File: src/rtl/add_share_arbiter.sv
// Two-requester arbiter sharing one 64-bit Brent-Kung adder with per-requester carry chaining.
// Optional subtract support is enabled by defining ADD_SHARE_SUB_EN.

module add_share_bk64 (
    input  logic [63:0] i_a,
    input  logic [63:0] i_b,
    input  logic        i_cin,
    output logic [63:0] o_sum,
    output logic        o_cout
);

    // Up-sweep builds prefixes at 2^k-1 nodes, down-sweep fills the rest.
    function automatic logic [64:0] bk_add(input logic [63:0] a, input logic [63:0] b,
                                           input logic cin);
        logic [63:0] p0;
        logic [63:0] g;
        logic [63:0] p;
        logic [64:0] c;
        logic [63:0] s;
        p0 = a ^ b;
        g  = a & b;
        p  = p0;
        for (int d = 1; d < 64; d = d * 2) begin
            for (int i = 2 * d - 1; i < 64; i = i + 2 * d) begin
                g[i] = g[i] | (p[i] & g[i-d]);
                p[i] = p[i] & p[i-d];
            end
        end
        for (int d = 16; d >= 1; d = d / 2) begin
            for (int i = 3 * d - 1; i < 64; i = i + 2 * d) begin
                g[i] = g[i] | (p[i] & g[i-d]);
                p[i] = p[i] & p[i-d];
            end
        end
        c[0] = cin;
        for (int i = 0; i < 64; i++) begin
            c[i+1] = g[i] | (p[i] & cin);
            s[i]   = p0[i] ^ c[i];
        end
        return {c[64], s};
    endfunction

    assign {o_cout, o_sum} = bk_add(i_a, i_b, i_cin);

endmodule

module add_share_arbiter #(
    parameter bit PRIO_INIT = 1'b0
) (
    input  logic        clk,
    input  logic        rst_n,
    input  logic        req0_valid,
    output logic        req0_ready,
    input  logic [63:0] req0_a,
    input  logic [63:0] req0_b,
    input  logic        req0_chain,
`ifdef ADD_SHARE_SUB_EN
    input  logic        req0_sub,
    input  logic        req1_sub,
`endif
    input  logic        req1_valid,
    output logic        req1_ready,
    input  logic [63:0] req1_a,
    input  logic [63:0] req1_b,
    input  logic        req1_chain,
    output logic        res_valid,
    input  logic        res_ready,
    output logic [63:0] res_sum,
    output logic        res_cout,
    output logic        res_id
);

    typedef enum logic [1:0] {S_IDLE, S_CALC, S_OUT} state_t;

    typedef struct packed {
        logic [63:0] a;
        logic [63:0] b;
        logic        cin;
        logic        id;
    } op_t;

    state_t      r_state;
    state_t      w_state_nxt;
    op_t         r_op;
    logic        r_ptr;
    logic [1:0]  r_carry;
    logic [63:0] r_sum;
    logic        r_cout;
    logic        r_id;

    logic        w_win;
    logic        w_gnt0;
    logic        w_gnt1;
    logic        w_xfer;
    logic        w_sel;
    logic [63:0] w_a;
    logic [63:0] w_b;
    logic [63:0] w_bx;
    logic        w_chain;
    logic        w_sub;
    logic        w_cin;
    logic [63:0] w_sum;
    logic        w_cout;

    // Pointer names the requester that wins when both are valid.
    assign w_gnt0 = req0_valid & (~req1_valid | ~r_ptr);
    assign w_gnt1 = req1_valid & (~req0_valid |  r_ptr);

    assign req0_ready = w_win & w_gnt0;
    assign req1_ready = w_win & w_gnt1;
    assign w_xfer     = req0_ready | req1_ready;
    assign w_sel      = req1_ready;

    assign w_a     = w_sel ? req1_a     : req0_a;
    assign w_b     = w_sel ? req1_b     : req0_b;
    assign w_chain = w_sel ? req1_chain : req0_chain;
`ifdef ADD_SHARE_SUB_EN
    assign w_sub   = w_sel ? req1_sub   : req0_sub;
`else
    assign w_sub   = 1'b0;
`endif
    assign w_bx  = w_sub ? ~w_b : w_b;
    assign w_cin = w_chain ? r_carry[w_sel] : w_sub;

    add_share_bk64 u_add (
        .i_a    (r_op.a),
        .i_b    (r_op.b),
        .i_cin  (r_op.cin),
        .o_sum  (w_sum),
        .o_cout (w_cout)
    );

    always_comb begin
        w_state_nxt = r_state;
        w_win       = 1'b0;
        res_valid   = 1'b0;
        case (r_state)
            S_IDLE: begin
                w_win = 1'b1;
                if (w_xfer) w_state_nxt = S_CALC;
            end
            S_CALC: begin
                w_state_nxt = S_OUT;
            end
            S_OUT: begin
                res_valid = 1'b1;
                w_win     = res_ready;
                if (res_ready) w_state_nxt = w_xfer ? S_CALC : S_IDLE;
            end
            default: w_state_nxt = S_IDLE;
        endcase
    end

    always_ff @(posedge clk or negedge rst_n) begin
        if (!rst_n) begin
            r_state <= S_IDLE;
            r_op    <= '0;
            r_ptr   <= PRIO_INIT;
            r_carry <= '0;
            r_sum   <= '0;
            r_cout  <= 1'b0;
            r_id    <= 1'b0;
        end else begin
            r_state <= w_state_nxt;
            if (w_xfer) begin
                r_op  <= '{a: w_a, b: w_bx, cin: w_cin, id: w_sel};
                r_ptr <= ~w_sel;
            end
            // Only the owner's carry is refreshed; the other requester's chain stays intact.
            if (r_state == S_CALC) begin
                r_sum            <= w_sum;
                r_cout           <= w_cout;
                r_id             <= r_op.id;
                r_carry[r_op.id] <= w_cout;
            end
        end
    end

    assign res_sum  = r_sum;
    assign res_cout = r_cout;
    assign res_id   = r_id;

endmodule

File: config.mk
export PLATFORM = sky130hd
export DESIGN_NAME = add_share_arbiter
export DESIGN_NICKNAME = d
export VERILOG_FILES = /design/src/rtl/add_share_arbiter.sv
export SDC_FILE = /design/constraint.sdc
export NUM_CORES = 1
export LEC_CHECK = 0
export ABC_AREA = 1
export BUFFER_PORTS_ARGS = -buffer_cell sky130_fd_sc_hd__buf_2
export CAP_MARGIN = 20
export CORE_MARGIN = 5
export CORE_UTILIZATION = 50
export DETAILED_ROUTE_END_ITERATION = 8
export PLACE_DENSITY = 0.79
export SYNTH_ARGS = -nofsm -noshare
export SYNTH_HDL_FRONTEND = slang
export SYNTH_SLANG_ARGS = --single-unit
File: constraint.sdc
create_clock -name clk -period 6.8 [get_ports clk]
set_input_delay 0.68 -clock clk [delete_from_list [all_inputs] [get_ports clk]]
set_output_delay 0.68 -clock clk [all_outputs]
set_load 0.005 [all_outputs]
==> metrics <==
GR Util All Layers=24.0%; core area=21700 µm²; Pins Over Slew Limit=0; min-delay worst type=in -> async; Slew headroom=32.7%; clk_lat worst skew=0.49 ns; clock-pin transition on the worst setup and hold timing paths=0.06 ns; CTS HTree Levels=1; post-CTS resize count=0; Starting DRT DRC Count=728; Syn Inst Count=1356; post-synthesis sequential area ratio=46.1%; worst endpoint required time=6.12 ns; Post-CTS Repair Setup Buffers=0; Least-Margin Pin Slew=1.01 ns; Cell variety after synth=43; Setup crit end kind=output pin; Max-Cap Viols=0; final worst path period need=3.30 ns; met2 Track Usage GR=40.2%; Total Power=7.51 mW; Setup CP Type=reg -> out; CTS Buf Count=23; # rows=54; die span in x=158 µm; setup tns final=0 ns; Final Hold Viols=0; Synth area leader=dfrtp_1; I/O pin cnt=332; drt first pass iters=6; Area Growth Syn to Fin=23.5%; nets@finish=1981; Vias per Instance=5.26; most instantiated cells after synthesis=361 x nand2_1, 201 x dfrtp_1, 157 x o21ai_0, 148 x a21oi_1, 129 x nor2_1; Final Cycle Share=48.6%; DPL Wire Length=22300 µm; Die H=158 µm; YS warnings=0; IO buf count=331; Top FF cell, synth=dfrtp_1; Max VDD drop=0.223 mV; DIE AREA=24900 µm²; antenna violations before repair=1; Arrival @ worst endpoint=2.62 ns; remaining antenna violation count=0; synth top area cells=dfrtp_1 46%, nand2_1 12%, ha_1 7.3%, o21ai_0 7.2%, a21oi_1 6.8%; met1 usage=32.0%; status=finished, final reports clean; RSZ-0062 raised after global routing=no; net count after synthesis=1684; WL final=30700 µm; CP Max Fanout=75; Hold WS=0.292 ns; fmax=0.303 GHz; Starting Density=50.3%; Synth Area per Inst=8.05 µm²; FF+latch count, synth=201; DR vias=10255; CP Launch Type=flip-flop; Remaining DRCs=0; clk_skew=0.00712 ns; M3 GR Usage=3.66%; Synth async-reset ratio=100%; GPL Wtd Cong=0.889; share of post-route cells with drive strength above 1=24.6%; PD cells=556 nW/µm²; Post-synth EDFFs=0; Post-Syn Area=10900 µm²; clock tree sinks=201; vias in the first global route=10066; count leader, synth=nand2_1; GRT Residual Overflow=0; Post-CTS Hold Buffers=0; largest net degree at the start of global routing=96; Max Root-Sink Buffers=3; Final Setup Violations=0; first-pass GRT wire length=48900 µm; GRT busiest layer=met2; Routed WL per cell=15.7 µm; top-area cell type share of the netlist area=46.1%; Static Leak=7.02 nW; CTS tree=done; CTS root buffer=clkbuf_16
[report_power, final]
group / internal (mW) / switching [mW]
Combinational: 1.65 / 2.44
Sequential: 1.83 / 0.404
Clock: 0.717 / 0.470
Total: 4.20 / 3.31
[flip-flops by register name (all words and copies together), names as in the netlist]
register	count
r_state	2
r_op	130
r_carry	2
r_ptr	1
res_id	1
res_sum	64
res_cout	1
[logic make-up (layout without fill, tap and decap cells)]
family	count (synthesis)	after routing	share of synthesized area [%]
mux	2	2	0.206
buf+inv	129	441	4.66
fa+ha+maj	65	65	7.52
xor+xnor	44	44	3.53
compound gates	332	332	16.0
flops	201	201	46.1
other cells	0	1	0
simple gates	583	583	22.0
[placed cells by master (no fill, tap or decap), types with 2 or more instances in the layout]
cell type | Yosys | final
nand2_1 | 361 | 359
buf_2 | 2 | 330
dfrtp_1 | 201 | 201
o21ai_0 | 157 | 157
a21oi_1 | 148 | 148
nor2_1 | 129 | 128
ha_1 | 64 | 64
inv_1 | 60 | 59
nand3_1 | 59 | 59
xnor2_1 | 23 | 23
clkbuf_16 | 0 | 23
xor2_1 | 21 | 21
nand2_4 | 8 | 10
clkbuf_8 | 0 | 10
buf_4 | 0 | 8
nand4_1 | 7 | 7
nand2_2 | 7 | 7
a31oi_1 | 5 | 5
o21bai_1 | 5 | 5
clkbuf_1 | 61 | 4
nor3_1 | 3 | 3
o21bai_2 | 3 | 3
a21boi_0 | 2 | 2
inv_4 | 0 | 2
mux2_2 | 2 | 2
o21ai_1 | 2 | 2
nand3b_1 | 2 | 2
or2_2 | 2 | 2
a21o_1 | 2 | 2
clkinv_2 | 0 | 2
[worst max-delay path, stage by stage, from the launching register on]
cell	delay [ns]
dfrtp_1	0.33
inv_1	0.05
a21boi_0	0.29
nand2_4	0.41
inv_4	0.70
buf_2	0.25
[worst paths after layout]
| check | start | endpoint | slack [ns] | depth (start not counted) |
|---|---|---|---|---|
| max | r_ptr$_DFFE_PN0P_ | req1_ready | 3.50 | 5 |
| min | rst_n | r_op[76]$_DFFE_PN0P_ | 0.29 | 1 |
| max reg2reg | r_ptr$_DFFE_PN0P_ | r_op[57]$_DFFE_PN0P_ | 3.91 | 7 |
| min reg2reg | res_sum[54]$_DFFE_PN0N_ | res_sum[54]$_DFFE_PN0N_ | 0.48 | 2 |
| max in group asynchronous | rst_n | res_sum[41]$_DFFE_PN0N_ | 5.23 | 2 |
| min in group clk | req0_a[52] | r_op[118]$_DFFE_PN0P_ | 0.40 | 3 |
[layout make-up]
cell class | instances | area [µm²]
Clock buffer | 36 | 714
Tap cell | 280 | 350
Sequential cell | 201 | 5030
Timing Repair Buffer | 339 | 1730
Clock inverter | 4 | 26.3
Inverter | 62 | 238
Fill cell | 1853 | 8200
Antenna cell | 1 | 2.50
Multi-Input combinational cell | 1026 | 5400
[metrics by stage]
stage	instances	cell area (µm²)	util [%]	worst slack (ns)
final	1949	13500	62.2	3.50
after global routing	1949	13500	62.2	3.30
after CTS	1948	13500	62.2	3.50
after detailed placement	1908	12700	58.8	3.43
after global placement	1908	12700	58.8	3.58
after floorplan	1356	10900	-	4.47
[per-layer routing]
layer	part of all wire [%]	routed length, µm	vias up
li1	-	-	5079
met1	42	12900	4747
met2	48	14700	363
met3	6.9	2110	66
met4	3.3	1020	0
met5	0	0	-
Power figures use the tool's default switching activity.
